## src/rtl/project_cfg_pkg.sv

```systemverilog
// project_cfg_pkg: shared game configuration, board cell codes and controller states
package project_cfg_pkg;
  localparam int SHIPS_NUMBER = 10;
  localparam logic [1:0] GRID_STATUS_EMPTY  = 2'd0;
  localparam logic [1:0] GRID_STATUS_MYSHIP = 2'd1;
  localparam logic [1:0] GRID_STATUS_HIT    = 2'd2;
  localparam logic [1:0] GRID_STATUS_MISS   = 2'd3;
  typedef enum logic [4:0] {
    PLACE_IDLE, PLACE_RD, PLACE_CHK,
    WAIT_ENEMY, RX_RD, RX_CHK, RX_ACK,
    AIM, AIM_RD, AIM_CHK, WAIT_ANSWER,
    WIN, LOSE, TIMEOUT
  } game_state_t;
endpackage

```

## src/rtl/peer_timeout_ctr.sv

```systemverilog
// peer_timeout_ctr: down-counter that flags expiry after CYCLES enabled cycles; CYCLES=0 never expires
module peer_timeout_ctr #(
  parameter int CYCLES = 16
) (
  input  logic clk,
  input  logic rst,
  input  logic clr,
  input  logic en,
  output logic expired
);
  localparam int W = CYCLES > 0 ? $clog2(CYCLES + 1) : 1;
  logic [W-1:0] cnt_q, cnt_d;
  // reload on clear, count down while enabled, hold at zero
  always_comb cnt_d = clr ? W'(CYCLES) : (en && cnt_q != '0) ? cnt_q - W'(1) : cnt_q;
  // count register
  always_ff @(posedge clk) cnt_q <= rst ? W'(CYCLES) : cnt_d;
  assign expired = (CYCLES != 0) && (cnt_q == '0);
endmodule

```

## src/rtl/game_ctrl_fsm.sv

```systemverilog
// game_ctrl_fsm: ship placement, turn-based shooting and end-of-game control for one peer board
module game_ctrl_fsm
  import project_cfg_pkg::*;
#(
  parameter int CORD_W = 8,
  parameter int SHIPS_NUMBER = project_cfg_pkg::SHIPS_NUMBER,
  parameter int TIMEOUT_CYCLES = 65_000_000,
  localparam int CTR_W = $clog2(SHIPS_NUMBER + 1)
) (
  input  logic              clk,
  input  logic              rst,
  input  logic              start_btn,
  output logic              start_btn_en,
  input  logic [CORD_W-1:0] my_grid_cords,
  input  logic [CORD_W-1:0] en_grid_cords,
  output logic [CORD_W-1:0] my_mem_addr,
  output logic [1:0]        my_mem_data_out,
  output logic              my_mem_w_nr,
  input  logic [1:0]        my_mem_data_in,
  output logic [CORD_W-1:0] en_mem_addr,
  output logic [1:0]        en_mem_data_out,
  output logic              en_mem_w_nr,
  input  logic [1:0]        en_mem_data_in,
  input  logic              ready2,
  input  logic              hit2,
  input  logic [CORD_W-1:0] ship_cords_in,
  output logic              ready1,
  output logic              hit1,
  output logic [CORD_W-1:0] ship_cords_out,
  output logic [CTR_W-1:0]  my_ctr,
  output logic [CTR_W-1:0]  en_ctr,
  output logic [4:0]        state_out,
  output logic              win,
  output logic              lose,
  output logic              timeout,
  output logic              my_turn,
  output logic              en_turn
);
  localparam logic [CORD_W-1:0] NONE = '1;
  localparam logic [CTR_W-1:0] FULL = CTR_W'(SHIPS_NUMBER);

  game_state_t state_q, state_d;
  logic [CORD_W-1:0] my_mem_addr_q, my_mem_addr_d, en_mem_addr_q, en_mem_addr_d;
  logic [CORD_W-1:0] ship_cords_out_q, ship_cords_out_d;
  logic [1:0] my_mem_data_out_q, my_mem_data_out_d, en_mem_data_out_q, en_mem_data_out_d;
  logic my_mem_w_nr_q, my_mem_w_nr_d, en_mem_w_nr_q, en_mem_w_nr_d;
  logic [CTR_W-1:0] my_ctr_q, my_ctr_d, en_ctr_q, en_ctr_d;
  logic ready1_q, ready1_d, hit1_q, hit1_d, start_btn_en_q, start_btn_en_d;
  logic win_q, win_d, lose_q, lose_d, timeout_q, timeout_d;
  logic my_turn_q, my_turn_d, en_turn_q, en_turn_d;
  logic click_armed_q, click_armed_d, ready2_q;
  logic waiting, expired;

  function automatic logic [CTR_W-1:0] dec_sat(input logic [CTR_W-1:0] v);
    return v == '0 ? v : v - CTR_W'(1);
  endfunction

  assign waiting = (state_q == RX_ACK) || (state_q == WAIT_ANSWER);

  peer_timeout_ctr #(.CYCLES(TIMEOUT_CYCLES)) u_timeout (
    .clk     (clk),
    .rst     (rst),
    .clr     (!waiting),
    .en      (waiting),
    .expired (expired)
  );

  // next state, memory requests, counters and status flags
  always_comb begin
    state_d = state_q;
    my_mem_addr_d = my_mem_addr_q;
    en_mem_addr_d = en_mem_addr_q;
    ship_cords_out_d = ship_cords_out_q;
    my_mem_data_out_d = my_mem_data_out_q;
    en_mem_data_out_d = en_mem_data_out_q;
    my_mem_w_nr_d = 1'b0;
    en_mem_w_nr_d = 1'b0;
    my_ctr_d = my_ctr_q;
    en_ctr_d = en_ctr_q;
    ready1_d = ready1_q;
    hit1_d = hit1_q;
    start_btn_en_d = start_btn_en_q;
    click_armed_d = (my_grid_cords == NONE && en_grid_cords == NONE) ? 1'b1 : click_armed_q;
    unique case (state_q)
      PLACE_IDLE:
        if (start_btn && my_ctr_q == '0) begin
          my_ctr_d = FULL;
          en_ctr_d = FULL;
          start_btn_en_d = 1'b0;
          ready1_d = 1'b1;
          state_d = ready2 ? WAIT_ENEMY : AIM;
        end else if (my_grid_cords != NONE && my_ctr_q != '0 && click_armed_q) begin
          my_mem_addr_d = my_grid_cords;
          click_armed_d = 1'b0;
          state_d = PLACE_RD;
        end
      PLACE_RD: state_d = PLACE_CHK;
      PLACE_CHK: begin
        if (my_mem_data_in == GRID_STATUS_EMPTY) begin
          my_mem_w_nr_d = 1'b1;
          my_mem_data_out_d = GRID_STATUS_MYSHIP;
          my_ctr_d = dec_sat(my_ctr_q);
        end
        state_d = PLACE_IDLE;
      end
      WAIT_ENEMY:
        if (my_ctr_q == '0) state_d = LOSE;
        else if (en_ctr_q == '0) state_d = WIN;
        else if (hit2 && ready2) begin
          my_mem_addr_d = ship_cords_in;
          ready1_d = 1'b0;
          state_d = RX_RD;
        end
      RX_RD: state_d = RX_CHK;
      RX_CHK: begin
        hit1_d = my_mem_data_in == GRID_STATUS_MYSHIP;
        if (my_mem_data_in == GRID_STATUS_MYSHIP) begin
          my_mem_w_nr_d = 1'b1;
          my_mem_data_out_d = GRID_STATUS_HIT;
          my_ctr_d = dec_sat(my_ctr_q);
        end else if (my_mem_data_in == GRID_STATUS_EMPTY) begin
          my_mem_w_nr_d = 1'b1;
          my_mem_data_out_d = GRID_STATUS_MISS;
        end
        ready1_d = 1'b1;
        state_d = RX_ACK;
      end
      RX_ACK:
        if (expired) begin
          ready1_d = 1'b0;
          state_d = TIMEOUT;
        end else if (ready2 && !hit2) begin
          hit1_d = 1'b0;
          state_d = AIM;
        end
      AIM:
        if (my_ctr_q == '0) state_d = LOSE;
        else if (en_ctr_q == '0) state_d = WIN;
        else if (en_grid_cords != NONE && click_armed_q) begin
          en_mem_addr_d = en_grid_cords;
          click_armed_d = 1'b0;
          state_d = AIM_RD;
        end
      AIM_RD: state_d = AIM_CHK;
      AIM_CHK:
        if (en_mem_data_in == GRID_STATUS_EMPTY) begin
          ship_cords_out_d = en_mem_addr_q;
          hit1_d = 1'b1;
          ready1_d = 1'b1;
          state_d = WAIT_ANSWER;
        end else state_d = AIM;
      WAIT_ANSWER: begin
        hit1_d = 1'b0;
        if (expired) begin
          ready1_d = 1'b0;
          state_d = TIMEOUT;
        end else if (ready2 && !ready2_q) begin
          en_mem_w_nr_d = 1'b1;
          en_mem_data_out_d = hit2 ? GRID_STATUS_HIT : GRID_STATUS_MISS;
          en_ctr_d = hit2 ? dec_sat(en_ctr_q) : en_ctr_q;
          state_d = WAIT_ENEMY;
        end
      end
      WIN, LOSE, TIMEOUT:
        if (start_btn) begin
          ready1_d = 1'b0;
          hit1_d = 1'b0;
          my_ctr_d = FULL;
          en_ctr_d = FULL;
          state_d = PLACE_IDLE;
        end
      default: state_d = PLACE_IDLE;
    endcase
    start_btn_en_d = (state_d inside {WIN, LOSE, TIMEOUT}) ? 1'b1 : start_btn_en_d;
    win_d = state_d == WIN;
    lose_d = state_d == LOSE;
    timeout_d = state_d == TIMEOUT;
    my_turn_d = state_d == AIM;
    en_turn_d = state_d == WAIT_ENEMY;
  end

  // state and registered outputs
  always_ff @(posedge clk) begin
    if (rst) begin
      state_q <= PLACE_IDLE;
      my_mem_addr_q <= '0;
      en_mem_addr_q <= '0;
      ship_cords_out_q <= '0;
      my_mem_data_out_q <= '0;
      en_mem_data_out_q <= '0;
      my_mem_w_nr_q <= 1'b0;
      en_mem_w_nr_q <= 1'b0;
      my_ctr_q <= FULL;
      en_ctr_q <= FULL;
      ready1_q <= 1'b0;
      hit1_q <= 1'b0;
      start_btn_en_q <= 1'b1;
      win_q <= 1'b0;
      lose_q <= 1'b0;
      timeout_q <= 1'b0;
      my_turn_q <= 1'b0;
      en_turn_q <= 1'b0;
      click_armed_q <= 1'b1;
      ready2_q <= 1'b0;
    end else begin
      state_q <= state_d;
      my_mem_addr_q <= my_mem_addr_d;
      en_mem_addr_q <= en_mem_addr_d;
      ship_cords_out_q <= ship_cords_out_d;
      my_mem_data_out_q <= my_mem_data_out_d;
      en_mem_data_out_q <= en_mem_data_out_d;
      my_mem_w_nr_q <= my_mem_w_nr_d;
      en_mem_w_nr_q <= en_mem_w_nr_d;
      my_ctr_q <= my_ctr_d;
      en_ctr_q <= en_ctr_d;
      ready1_q <= ready1_d;
      hit1_q <= hit1_d;
      start_btn_en_q <= start_btn_en_d;
      win_q <= win_d;
      lose_q <= lose_d;
      timeout_q <= timeout_d;
      my_turn_q <= my_turn_d;
      en_turn_q <= en_turn_d;
      click_armed_q <= click_armed_d;
      ready2_q <= ready2;
    end
  end

  assign start_btn_en = start_btn_en_q;
  assign my_mem_addr = my_mem_addr_q;
  assign my_mem_data_out = my_mem_data_out_q;
  assign my_mem_w_nr = my_mem_w_nr_q;
  assign en_mem_addr = en_mem_addr_q;
  assign en_mem_data_out = en_mem_data_out_q;
  assign en_mem_w_nr = en_mem_w_nr_q;
  assign ready1 = ready1_q;
  assign hit1 = hit1_q;
  assign ship_cords_out = ship_cords_out_q;
  assign my_ctr = my_ctr_q;
  assign en_ctr = en_ctr_q;
  assign state_out = state_q;
  assign win = win_q;
  assign lose = lose_q;
  assign timeout = timeout_q;
  assign my_turn = my_turn_q;
  assign en_turn = en_turn_q;
endmodule

```

## config.mk

```make
export PLATFORM = sky130hd
export DESIGN_NAME = game_ctrl_fsm
export DESIGN_NICKNAME = d
export VERILOG_FILES = /design/src/rtl/project_cfg_pkg.sv /design/src/rtl/peer_timeout_ctr.sv /design/src/rtl/game_ctrl_fsm.sv
export SDC_FILE = /design/constraint.sdc
export NUM_CORES = 1
export LEC_CHECK = 0
export BUFFER_PORTS_ARGS = -buffer_cell sky130_fd_sc_hd__buf_2
export CORE_ASPECT_RATIO = 0.8
export CORE_MARGIN = 2
export CORE_UTILIZATION = 55
export CTS_CLUSTER_DIAMETER = 80
export CTS_CLUSTER_SIZE = 12
export DETAILED_ROUTE_END_ITERATION = 10
export PLACE_DENSITY = 0.8
export SYNTH_ARGS = -nofsm -noshare
export SYNTH_HDL_FRONTEND = slang
export SYNTH_SLANG_ARGS = --single-unit
```

## constraint.sdc

```tcl
create_clock -name clk -period 6 [get_ports clk]
set_input_delay 0.6 -clock clk [delete_from_list [all_inputs] [get_ports clk]]
set_output_delay 0.6 -clock clk [all_outputs]
set_load 0.005 [all_outputs]
```

==> results.py <==
metrics = {
    "sta": {
        "hold_viol": 0,
        "timing.final.crit_share_pct": 59.2,
        "period_minus_slack_ps": 3550,
        "setup_tns_ps": 0,
        "drv_slew": 0,
        "tightest_slew_ps": 986,
        "fin_skew_ps": 6.83,
        "max_freq_mhz": 281,
        "setup_viol": 0,
        "slew_headroom_pct": 34.3,
        "rsz0062_at_grt": "false",
    },
    "synthesis": {
        "synthArstFlopShare_pct": 0,
        "synth-edff-count": 0,
        "ys_ff_latch": 79,
        "yosysWarnings": 0,
        "synth_top_area_share_pct": 38.0,
        "synth_fp_nets": 525,
        "syn-cell-area_sq_um": 4160,
        "synthTopCellsByCount": "dfxtp_1, nor2_1, o21ai_0",
        "yosysTopAreaCell": "dfxtp_1",
        "ys_dominant_reg_cell": "dfxtp_1",
        "synth_seq_area_share_pct": 38.0,
        "syn_avg_cell_area_sq_um": 8.55,
        "synth_cell_types": 64,
        "netlist_instances": 487,
        "yosysMostFrequentCell": "dfxtp_1",
        "ys_top_cells_by_area": "dfxtp_1, mux2i_1, nor2_1",
    },
    "cells_and_area": {
        "area_delta_synth_final_pct": 15.5,
        "final_cells": 652,
        "antenna_cells": 0,
        "multiInputGateArea_sq_um": 2420,
        "layout.nets": 595,
        "final_core_util_pct": 65.3,
        "seq_area_sq_um": 1580,
        "final_layout_size_suffix_gt1_share_pct": 23.0,
        "fillers": 649,
    },
    "power": {
        "powerDensity_nw_per_um2": 222,
        "leakage_nw": 1.92,
        "ir_drop_mv": 0.166,
    },
    "critical_path": {
        "slowest_delay_ps": 780,
        "cp-end-kind": "flop",
        "crit_type": "flop to flop",
        "slowest_stage": "a21oi_1",
        "crit_fanout": 23,
        "crit_chain": "or3b_2, a21oi_1, nand4_1, or4_1, nand3_1",
        "required_ps": 6290,
        "start_kind": "flop",
        "crit_arrival_ps": 3850,
    },
    "detailed_routing": {
        "drtIter0Drc": 239,
        "antenna_left": 0,
        "viasPerCell": 6.21,
        "route.vias.total": 4047,
        "drcViolationCount": 0,
        "firstDrtPassIters": 5,
        "wire_per_inst_um": 16.5,
        "detail_route.wirelength_mm": 10.7,
    },
    "placement": {
        "dp_hpwl_mm": 7.78,
        "dp.cells": 636,
        "place.gp.congestion": 0.996,
        "io_buffers": 83,
    },
    "die": {
        "die_area_sq_um": 8280,
        "rows": 28,
        "io_pins": 84,
        "die_w_um": 101,
        "dieHeight_um": 81.8,
        "start_util_pct": 56.6,
        "design.core.area_sq_um": 7360,
    },
    "job": {
        "drv_cap": 0,
    },
    "global_routing": {
        "grt_remaining_overflow": 0,
        "antenna_found_initial": 0,
        "grt_use_total_pct": 27.2,
        "grt_pass1_vias": 3650,
        "grt_pass1_wl_mm": 17.6,
        "grt_max_degree": 47,
    },
    "clocking": {
        "cts-root-buf": "clkbuf_8",
        "cts_num_sinks": 79,
        "cts_max_level": 3,
        "path_clk_slew_ps": 80,
        "post_cts_resized": 0,
        "clockBufferDepth": 2,
        "clk_latency_ps": 360,
        "cts_hold_buffers": 0,
        "cts_buffers": 9,
        "cts_setup_buffers": 0,
        "cts_tree": "done",
    },
    "hold_path": {
        "hp-class": "primary input to flop",
    },
    "run_status": {
        "status": "finished, final reports clean",
    },
}
## flip-flops by register name, summed over array words and instances (netlist names), 2 cells and up
signal,flops
en_mem_data_out,2
state_out,5
en_mem_addr,8
my_mem_data_out,2
en_ctr,4
my_ctr,4
ship_cords_out,8
my_mem_addr,8
u_timeout.cnt_q,26
## path summary, 6_finish.rpt
check | start | to | slack, ps | cells after the start
hold reg to reg | my_mem_data_out[0] | my_mem_data_out[0] | 460 | 2
setup / recovery | state_out[1] | u_timeout.cnt_q[16] | 2450 | 5
setup reg to reg | state_out[1] | u_timeout.cnt_q[16] | 2450 | 5
hold / removal | my_mem_data_in[1] | my_mem_w_nr | 460 | 2
## metal layers
metal / global-route usage [%] / wire, um / vias up
met4: 10.4 / 214 / 0
met2: 41.5 / 4750 / 155
met3: 7.23 / 795 / 21
met1: 37.1 / 4990 / 1920
li1: - / - / 1951
met5: 0 / 0 / -
## cells by family (layout without fill, tap and decap cells)
group                      after synthesis  after routing  synth area share, %
muxes                                   29             29                 7.10
xor gates and xnor gates                 6              6                 1.44
AOI/OAI and AO/OA                      112            112                 18.4
other                                    1              1               0.0901
and+or+nand+nor                        217            217                 29.4
buffers and inverters                   38            113                 4.06
adders and majority gates                5              5                 1.50
DFF                                     79             79                 38.0
## report_power, final
part	switching, mW	internal [mW]
sequential	0.0106	0.533
clock	0.206	0.237
combinational	0.0445	0.0332
## cell usage in the layout, fill, tap and decap left out, types with 9 or more instances in the layout
| cell type | instances |
|---|---|
| a211oi_1 | 16 |
| a21oi_1 | 17 |
| buf_2 | 83 |
| clkbuf_8 | 9 |
| dfxtp_1 | 79 |
| inv_1 | 12 |
| mux2i_1 | 28 |
| nand2_1 | 23 |
| nand3_1 | 18 |
| nor2_1 | 56 |
| nor3_1 | 17 |
| o21ai_0 | 31 |
| o31ai_1 | 11 |
| or3_1 | 19 |
| or4_1 | 10 |
## stage by stage
stage / cell area (sq um) / worst slack, ps / power, mW / hold slack [ps]
floorplan: 4160 / 3540 / 0.599 / 448
global placement: 4590 / 2700 / 0.629 / 437
detailed placement: 4590 / 2500 / 0.632 / 460
CTS: 4810 / 2480 / 1.08 / 451
global route: 4810 / 2150 / 1.10 / 474
finish: 4810 / 2450 / 1.07 / 463
## final cells by class
cell class / instances / share of cell area [%]
Clock buffer: 10 / 2.65
Clock inverter: 6 / 1.93
Inverter: 12 / 0.937
Multi-Input combinational cell: 370 / 50.3
Sequential cell: 79 / 32.9
Tap cell: 90 / 2.34
Timing Repair Buffer: 85 / 8.95
## worst max-delay path: cells and delay by family (launching register included)
kind	cells	cell delay, ps
simple gates	4	1930
flops	1	770
compound gates	1	780
No activity file was read; power rests on OpenSTA's default activity.
